--- config.mk ---
export PLATFORM = sky130hd
export DESIGN_NAME = dmem_arbiter
export DESIGN_NICKNAME = d
export VERILOG_FILES = /design/src/rtl/dmem_arbiter.sv
export SDC_FILE = /design/constraint.sdc
export NUM_CORES = 1
export LEC_CHECK = 0
export CORE_MARGIN = 1
export CORE_UTILIZATION = 35
export DETAILED_ROUTE_END_ITERATION = 10
export PLACE_DENSITY = 0.74
export SYNTH_ARGS = -nofsm -noshare
export SYNTH_HDL_FRONTEND = slang
export SYNTH_SLANG_ARGS = --single-unit
--- constraint.sdc ---
create_clock -name clk -period 1.91 [get_ports clk]
set_input_delay 0.2865 -clock clk [delete_from_list [all_inputs] [get_ports clk]]
set_output_delay 0.2865 -clock clk [all_outputs]
set_load 0.05 [all_outputs]
--- src/rtl/dmem_arbiter.sv ---
// dmem_arbiter: round-robin arbiter serialising NCORES core data-memory ports onto one shared RAM port.
// Latency: request sampled in IDLE cycle t -> core_ack in cycle t+2+MEM_LAT; one access in flight at a time.
// Backpressure: a core holds rd/wr/addr/wdata until it sees core_ack; requests seen outside IDLE are ignored.
//
// Ports:
//   clk, rst_n             clock (rising edge) and asynchronous active-low reset
//   core_rd_i / core_wr_i  per-core read / write request, held until ack (rd+wr together = write)
//   core_addr_i            packed addresses, core i at [i*AW +: AW]
//   core_wdata_i           packed write data, core i at [i*DW +: DW]
//   core_lock_i            (DMEM_ARB_LOCK_EN only) keep ownership after this access completes
//   core_ack_o             one-hot single-cycle completion pulse
//   core_grant_o           one-hot owner of the access in flight, zero when idle
//   core_rdata_o           read data, broadcast, valid in the ack cycle and held afterwards
//   mem_addr_o/mem_wdata_o address / write data towards the RAM
//   mem_read_o/mem_write_o single-cycle RAM strobes, never both high
//   mem_rdata_i            RAM read data, valid MEM_LAT cycles after the read strobe edge
//
// Optional feature macro: DMEM_ARB_LOCK_EN adds core_lock_i, letting the owner keep the RAM
// across several accesses (atomic read-modify-write). Undefined: plain round robin.

module dmem_arbiter #(
    parameter int NCORES  = 2,
    parameter int AW      = 16,
    parameter int DW      = 16,
    parameter int MEM_LAT = 1
) (
    input  logic                 clk,
    input  logic                 rst_n,
    input  logic [NCORES-1:0]    core_rd_i,
    input  logic [NCORES-1:0]    core_wr_i,
    input  logic [NCORES*AW-1:0] core_addr_i,
    input  logic [NCORES*DW-1:0] core_wdata_i,
`ifdef DMEM_ARB_LOCK_EN
    input  logic [NCORES-1:0]    core_lock_i,
`endif
    output logic [NCORES-1:0]    core_ack_o,
    output logic [NCORES-1:0]    core_grant_o,
    output logic [DW-1:0]        core_rdata_o,
    output logic [AW-1:0]        mem_addr_o,
    output logic [DW-1:0]        mem_wdata_o,
    output logic                 mem_read_o,
    output logic                 mem_write_o,
    input  logic [DW-1:0]        mem_rdata_i
);

    localparam int IW = (NCORES > 1) ? $clog2(NCORES) : 1;
    localparam int CW = IW + 1;
    localparam int LW = (MEM_LAT > 1) ? $clog2(MEM_LAT + 1) : 1;

    typedef enum logic [1:0] {
        ST_IDLE   = 2'd0,
        ST_ACCESS = 2'd1,
        ST_WAIT   = 2'd2,
        ST_RESP   = 2'd3
    } state_t;

    state_t          state_q, state_d;
    logic [IW-1:0]   idx_q, idx_d;
    logic [IW-1:0]   rr_ptr_q, rr_ptr_d;
    logic [AW-1:0]   addr_q, addr_d;
    logic [DW-1:0]   wdata_q, wdata_d;
    logic            wr_q, wr_d;
    logic [LW-1:0]   lat_q, lat_d;
    logic [DW-1:0]   rdata_q, rdata_d;
`ifdef DMEM_ARB_LOCK_EN
    logic            lock_q, lock_d;
`endif

    logic [NCORES-1:0] req;
    logic [NCORES-1:0] eligible;
    logic [NCORES-1:0] idx_oh;
    logic              pick_vld;
    logic [IW-1:0]     pick_idx;
    logic [CW-1:0]     cand_w;
    logic [IW-1:0]     cand;

    assign req    = core_rd_i | core_wr_i;
    assign idx_oh = NCORES'(1) << idx_q;

`ifdef DMEM_ARB_LOCK_EN
    // While locked only the previous owner may win; idx_q still names it.
    assign eligible = lock_q ? (req & idx_oh) : req;
`else
    assign eligible = req;
`endif

    // Round-robin search starting at rr_ptr_q, wrapping modulo NCORES.
    always_comb begin
        pick_vld = 1'b0;
        pick_idx = '0;
        cand_w   = '0;
        cand     = '0;
        for (int k = 0; k < NCORES; k++) begin
            cand_w = {1'b0, rr_ptr_q} + CW'(k);
            if (cand_w >= CW'(NCORES)) begin
                cand_w = cand_w - CW'(NCORES);
            end
            cand = cand_w[IW-1:0];
            if (!pick_vld && eligible[cand]) begin
                pick_vld = 1'b1;
                pick_idx = cand;
            end
        end
    end

    // Next-state logic.
    always_comb begin
        state_d  = state_q;
        idx_d    = idx_q;
        rr_ptr_d = rr_ptr_q;
        addr_d   = addr_q;
        wdata_d  = wdata_q;
        wr_d     = wr_q;
        lat_d    = lat_q;
        rdata_d  = rdata_q;
`ifdef DMEM_ARB_LOCK_EN
        lock_d   = lock_q;
`endif
        case (state_q)
            ST_IDLE: begin
                if (pick_vld) begin
                    idx_d   = pick_idx;
                    addr_d  = core_addr_i[int'(pick_idx)*AW +: AW];
                    wdata_d = core_wdata_i[int'(pick_idx)*DW +: DW];
                    // A write wins when both rd and wr are raised.
                    wr_d    = core_wr_i[pick_idx];
                    state_d = ST_ACCESS;
                end
            end
            ST_ACCESS: begin
                lat_d   = '0;
                state_d = ST_WAIT;
            end
            ST_WAIT: begin
                if (lat_q == LW'(MEM_LAT - 1)) begin
                    // Last WAIT cycle: RAM data is valid now.
                    if (!wr_q) begin
                        rdata_d = mem_rdata_i;
                    end
                    state_d = ST_RESP;
                end else begin
                    lat_d = lat_q + LW'(1);
                end
            end
            ST_RESP: begin
                state_d = ST_IDLE;
`ifdef DMEM_ARB_LOCK_EN
                if (core_lock_i[idx_q]) begin
                    lock_d = 1'b1;
                end else begin
                    lock_d   = 1'b0;
                    rr_ptr_d = (idx_q == IW'(NCORES - 1)) ? '0 : idx_q + IW'(1);
                end
`else
                rr_ptr_d = (idx_q == IW'(NCORES - 1)) ? '0 : idx_q + IW'(1);
`endif
            end
            default: begin
                state_d = ST_IDLE;
            end
        endcase
    end

    always_ff @(posedge clk or negedge rst_n) begin
        if (!rst_n) begin
            state_q  <= ST_IDLE;
            idx_q    <= '0;
            rr_ptr_q <= '0;
            addr_q   <= '0;
            wdata_q  <= '0;
            wr_q     <= 1'b0;
            lat_q    <= '0;
            rdata_q  <= '0;
`ifdef DMEM_ARB_LOCK_EN
            lock_q   <= 1'b0;
`endif
        end else begin
            state_q  <= state_d;
            idx_q    <= idx_d;
            rr_ptr_q <= rr_ptr_d;
            addr_q   <= addr_d;
            wdata_q  <= wdata_d;
            wr_q     <= wr_d;
            lat_q    <= lat_d;
            rdata_q  <= rdata_d;
`ifdef DMEM_ARB_LOCK_EN
            lock_q   <= lock_d;
`endif
        end
    end

    // Outputs decode straight from registered state, so they are zero during reset.
    assign core_grant_o = (state_q != ST_IDLE) ? idx_oh : '0;
    assign core_ack_o   = (state_q == ST_RESP) ? idx_oh : '0;
    assign mem_read_o   = (state_q == ST_ACCESS) && !wr_q;
    assign mem_write_o  = (state_q == ST_ACCESS) && wr_q;
    assign mem_addr_o   = addr_q;
    assign mem_wdata_o  = wdata_q;
    assign core_rdata_o = rdata_q;

    a_ack_onehot: assert property (@(posedge clk) disable iff (!rst_n) $onehot0(core_ack_o));
    a_grant_onehot: assert property (@(posedge clk) disable iff (!rst_n) $onehot0(core_grant_o));
    a_strobe_excl: assert property (@(posedge clk) disable iff (!rst_n) !(mem_read_o && mem_write_o));

endmodule

==> impl_metrics.ini, run 1 <==
[route]
ant_nets = 0
drtIter0Drc = 125
firstDrtPassIters = 4
drc = 0
wl_per_cell_um = 15.5
vias = 2466
wl_um = 7550
via_per_inst = 5.05

[timing]
relSlewSlack_pct = 56.9
finalSetupTns_ns = 0
finalCritPeriodShare_pct = 93.8
period_minus_slack_ns = 1.79
hold_violations = 0
worst_slack_ns = 0.119
rsz0062_at_grt = no
worstMarginPinSlew_ns = 0.646
clock.fmax_mhz = 558
setup_viol = 0
slew_violations = 0
clock_skew_ns = 0.00728

[flow_run]
maxCapViolCount = 0

[setup_path]
path_cells = clkdlybuf4s50_1
worstSetupPathType = flop to output pin
crit_fanout = 2
cp_top_family = buffers and inverters
crit_path_max_incr_delay_ns = 0.85
endpoint_kind = output pin
cp-start-kind = flop
slowest_stage = clkdlybuf4s50_1
path_depth = 1
reg2reg_setup_slack_ns = 0.30
cp.required_ns = 1.62
r2r_cells = 6
cp_data_arrival_time_ns = 1.50
crit_buf_inv = 1

[finish]
fin_area_sq_mm = 0.00425
diodes = 0
layout-drive-gt1-share_pct = 12.8
area_growth_pct = 66.8
final_common_cell = clkdlybuf4s50_1
nNetsFinal = 483
final_cell_mix = 132 x clkdlybuf4s50_1, 53 x dfrtp_1, 37 x nor2_1

[clock_network]
tritoncts = done
cts_setup_buffers = 0
insertion_delay_ns = 0.30
clk_path_buf_depth = 2
clkSinkCount = 53
clk_pin_slew_worst_paths_ns = 0.09
cts_buffers = 5
htree_num_levels = 2
cts_root_buffer = clkbuf_8

[synth]
ys_seq_elements = 53
yosysUniqueCellTypes = 25
async_flop_share_pct = 100
synth_area_per_cell_sq_um = 10.1
seq_area_frac_synth_pct = 52.0
synthFlopType = dfrtp_1
synth_edf_count = 0
syn_area_sq_mm = 0.00255
ys_warn_count = 0
synthesis.instances = 252
syn_nets = 343

[floorplanning]
ios = 140
start_util_pct = 36.9
die-height_um = 87.3
die_w_um = 87.3
rows = 30
core_area_sq_mm = 0.00691
die-area_sq_mm = 0.00763

[grt]
grt_pass1_vias = 2557
antenna_found_initial = 0
gr-total-overflow = 0
track_usage_pct = 20.1
grt_pass1_wl_um = 11900
grt_max_degree = 34

[status]
status = finished, final reports clean

[hold_path]
hp-class = primary input to async pin

[place]
globalplace.congestion = 0.754
io_buffer_count = 139
dp_hpwl_um = 5490
place_ws_ns = -0.0511
placed_cell_area_sq_mm = 0.00414

[pwr]
powerDensity_mw_per_mm2 = 1920
peakVddDrop_uv = 1030
finalPower_mw = 8.18
p_leak_nw = 1.69
[path summary, 6_finish.rpt]
kind	start	to
min	rst_n	core_rdata_o[6]$_DFFE_PN0P_
max reg2reg	state_q[0]$_DFFE_PN0P_	mem_wdata_o[13]$_DFFE_PN0P_
min reg2reg	core_rdata_o[15]$_DFFE_PN0P_	core_rdata_o[15]$_DFFE_PN0P_
max in group asynchronous	rst_n	mem_wdata_o[12]$_DFFE_PN0P_
min in group clk	core_rdata_o[15]$_DFFE_PN0P_	core_rdata_o[15]$_DFFE_PN0P_
max	mem_addr_o[5]$_DFFE_PN0P_	mem_addr_o[5]
[kinds of logic (layout without fill, tap and decap cells)]
group                      count (synthesis)  after routing  synth area share [%]
muxes                                     18             18                  7.90
and+or+nand+nor                           50             50                  8.39
DFF                                       53             53                  52.0
buffers and inverters                     23            163                  5.79
AOI/OAI and AO/OA                        103            103                  23.4
adders and majority gates                  5              5                  2.45
[report_power, final]
part | internal, mW | total [mW] | switching, mW
Combinational | 2.06 | 5.41 | 3.34
Sequential | 1.71 | 2.04 | 0.336
Clock | 0.382 | 0.732 | 0.350
[Yosys cell counts (2+ instances only)]
| cell type | instances | area [sq um] |
|---|---|---|
| a21oi_1 | 33 | 165 |
| a31oi_1 | 32 | 200 |
| and2_1 | 2 | 12.5 |
| buf_4 | 2 | 15.0 |
| buf_6 | 7 | 78.8 |
| clkbuf_1 | 11 | 41.3 |
| dfrtp_1 | 53 | 1330 |
| ha_1 | 5 | 62.6 |
| inv_1 | 2 | 7.51 |
| mux2_2 | 17 | 191 |
| nand2_1 | 2 | 7.51 |
| nor2_1 | 38 | 143 |
| nor2b_1 | 4 | 25.0 |
| o21ai_0 | 32 | 160 |
| o31ai_1 | 2 | 15.0 |
[state kept, by name (all words and copies together), names as in the netlist]
register / flops
mem_wdata_o: 16
mem_addr_o: 16
idx_q: 1
rr_ptr_q: 1
wr_q: 1
state_q: 2
core_rdata_o: 16
[cell type report]
class,instances,area (sq um)
Fill cell,616,2660
Sequential cell,53,1330
Inverter,2,7.51
Tap cell,96,120
Multi-Input combinational cell,176,1080
Clock buffer,5,68.8
Timing Repair Buffer,154,1610
Clock inverter,2,35.0
[through the flow]
step,std cells,utilization [%],hold WS [ns]
floorplan,252,-,-0.00909
detailed placement,480,59.9,0.282
finish,488,61.5,0.500
CTS,488,61.5,0.503
global route,488,61.5,0.526
global placement,480,59.9,0.274
[per-layer routing]
layer / routed length, um / track usage, %
met1: 3180 / 24.7
met2: 3660 / 34.7
met5: 0 / 0
met3: 585 / 5.02
met4: 135 / 5.66
[timing repair]
| item | CTS | global route |
|---|---|---|
| hold buffers | 1 | 0 |
| endpoints found under the hold margin | 21 | 0 |
| resized for setup | 0 | 0 |
Power figures use the tool's default switching activity.
==> inputs of run 2 (changes only) <==
GPL_ROUTABILITY_DRIVEN = 0   (was unset)
==> results of run 2 <==
The final DEF is identical to that of run 1; final timing and power are the same.
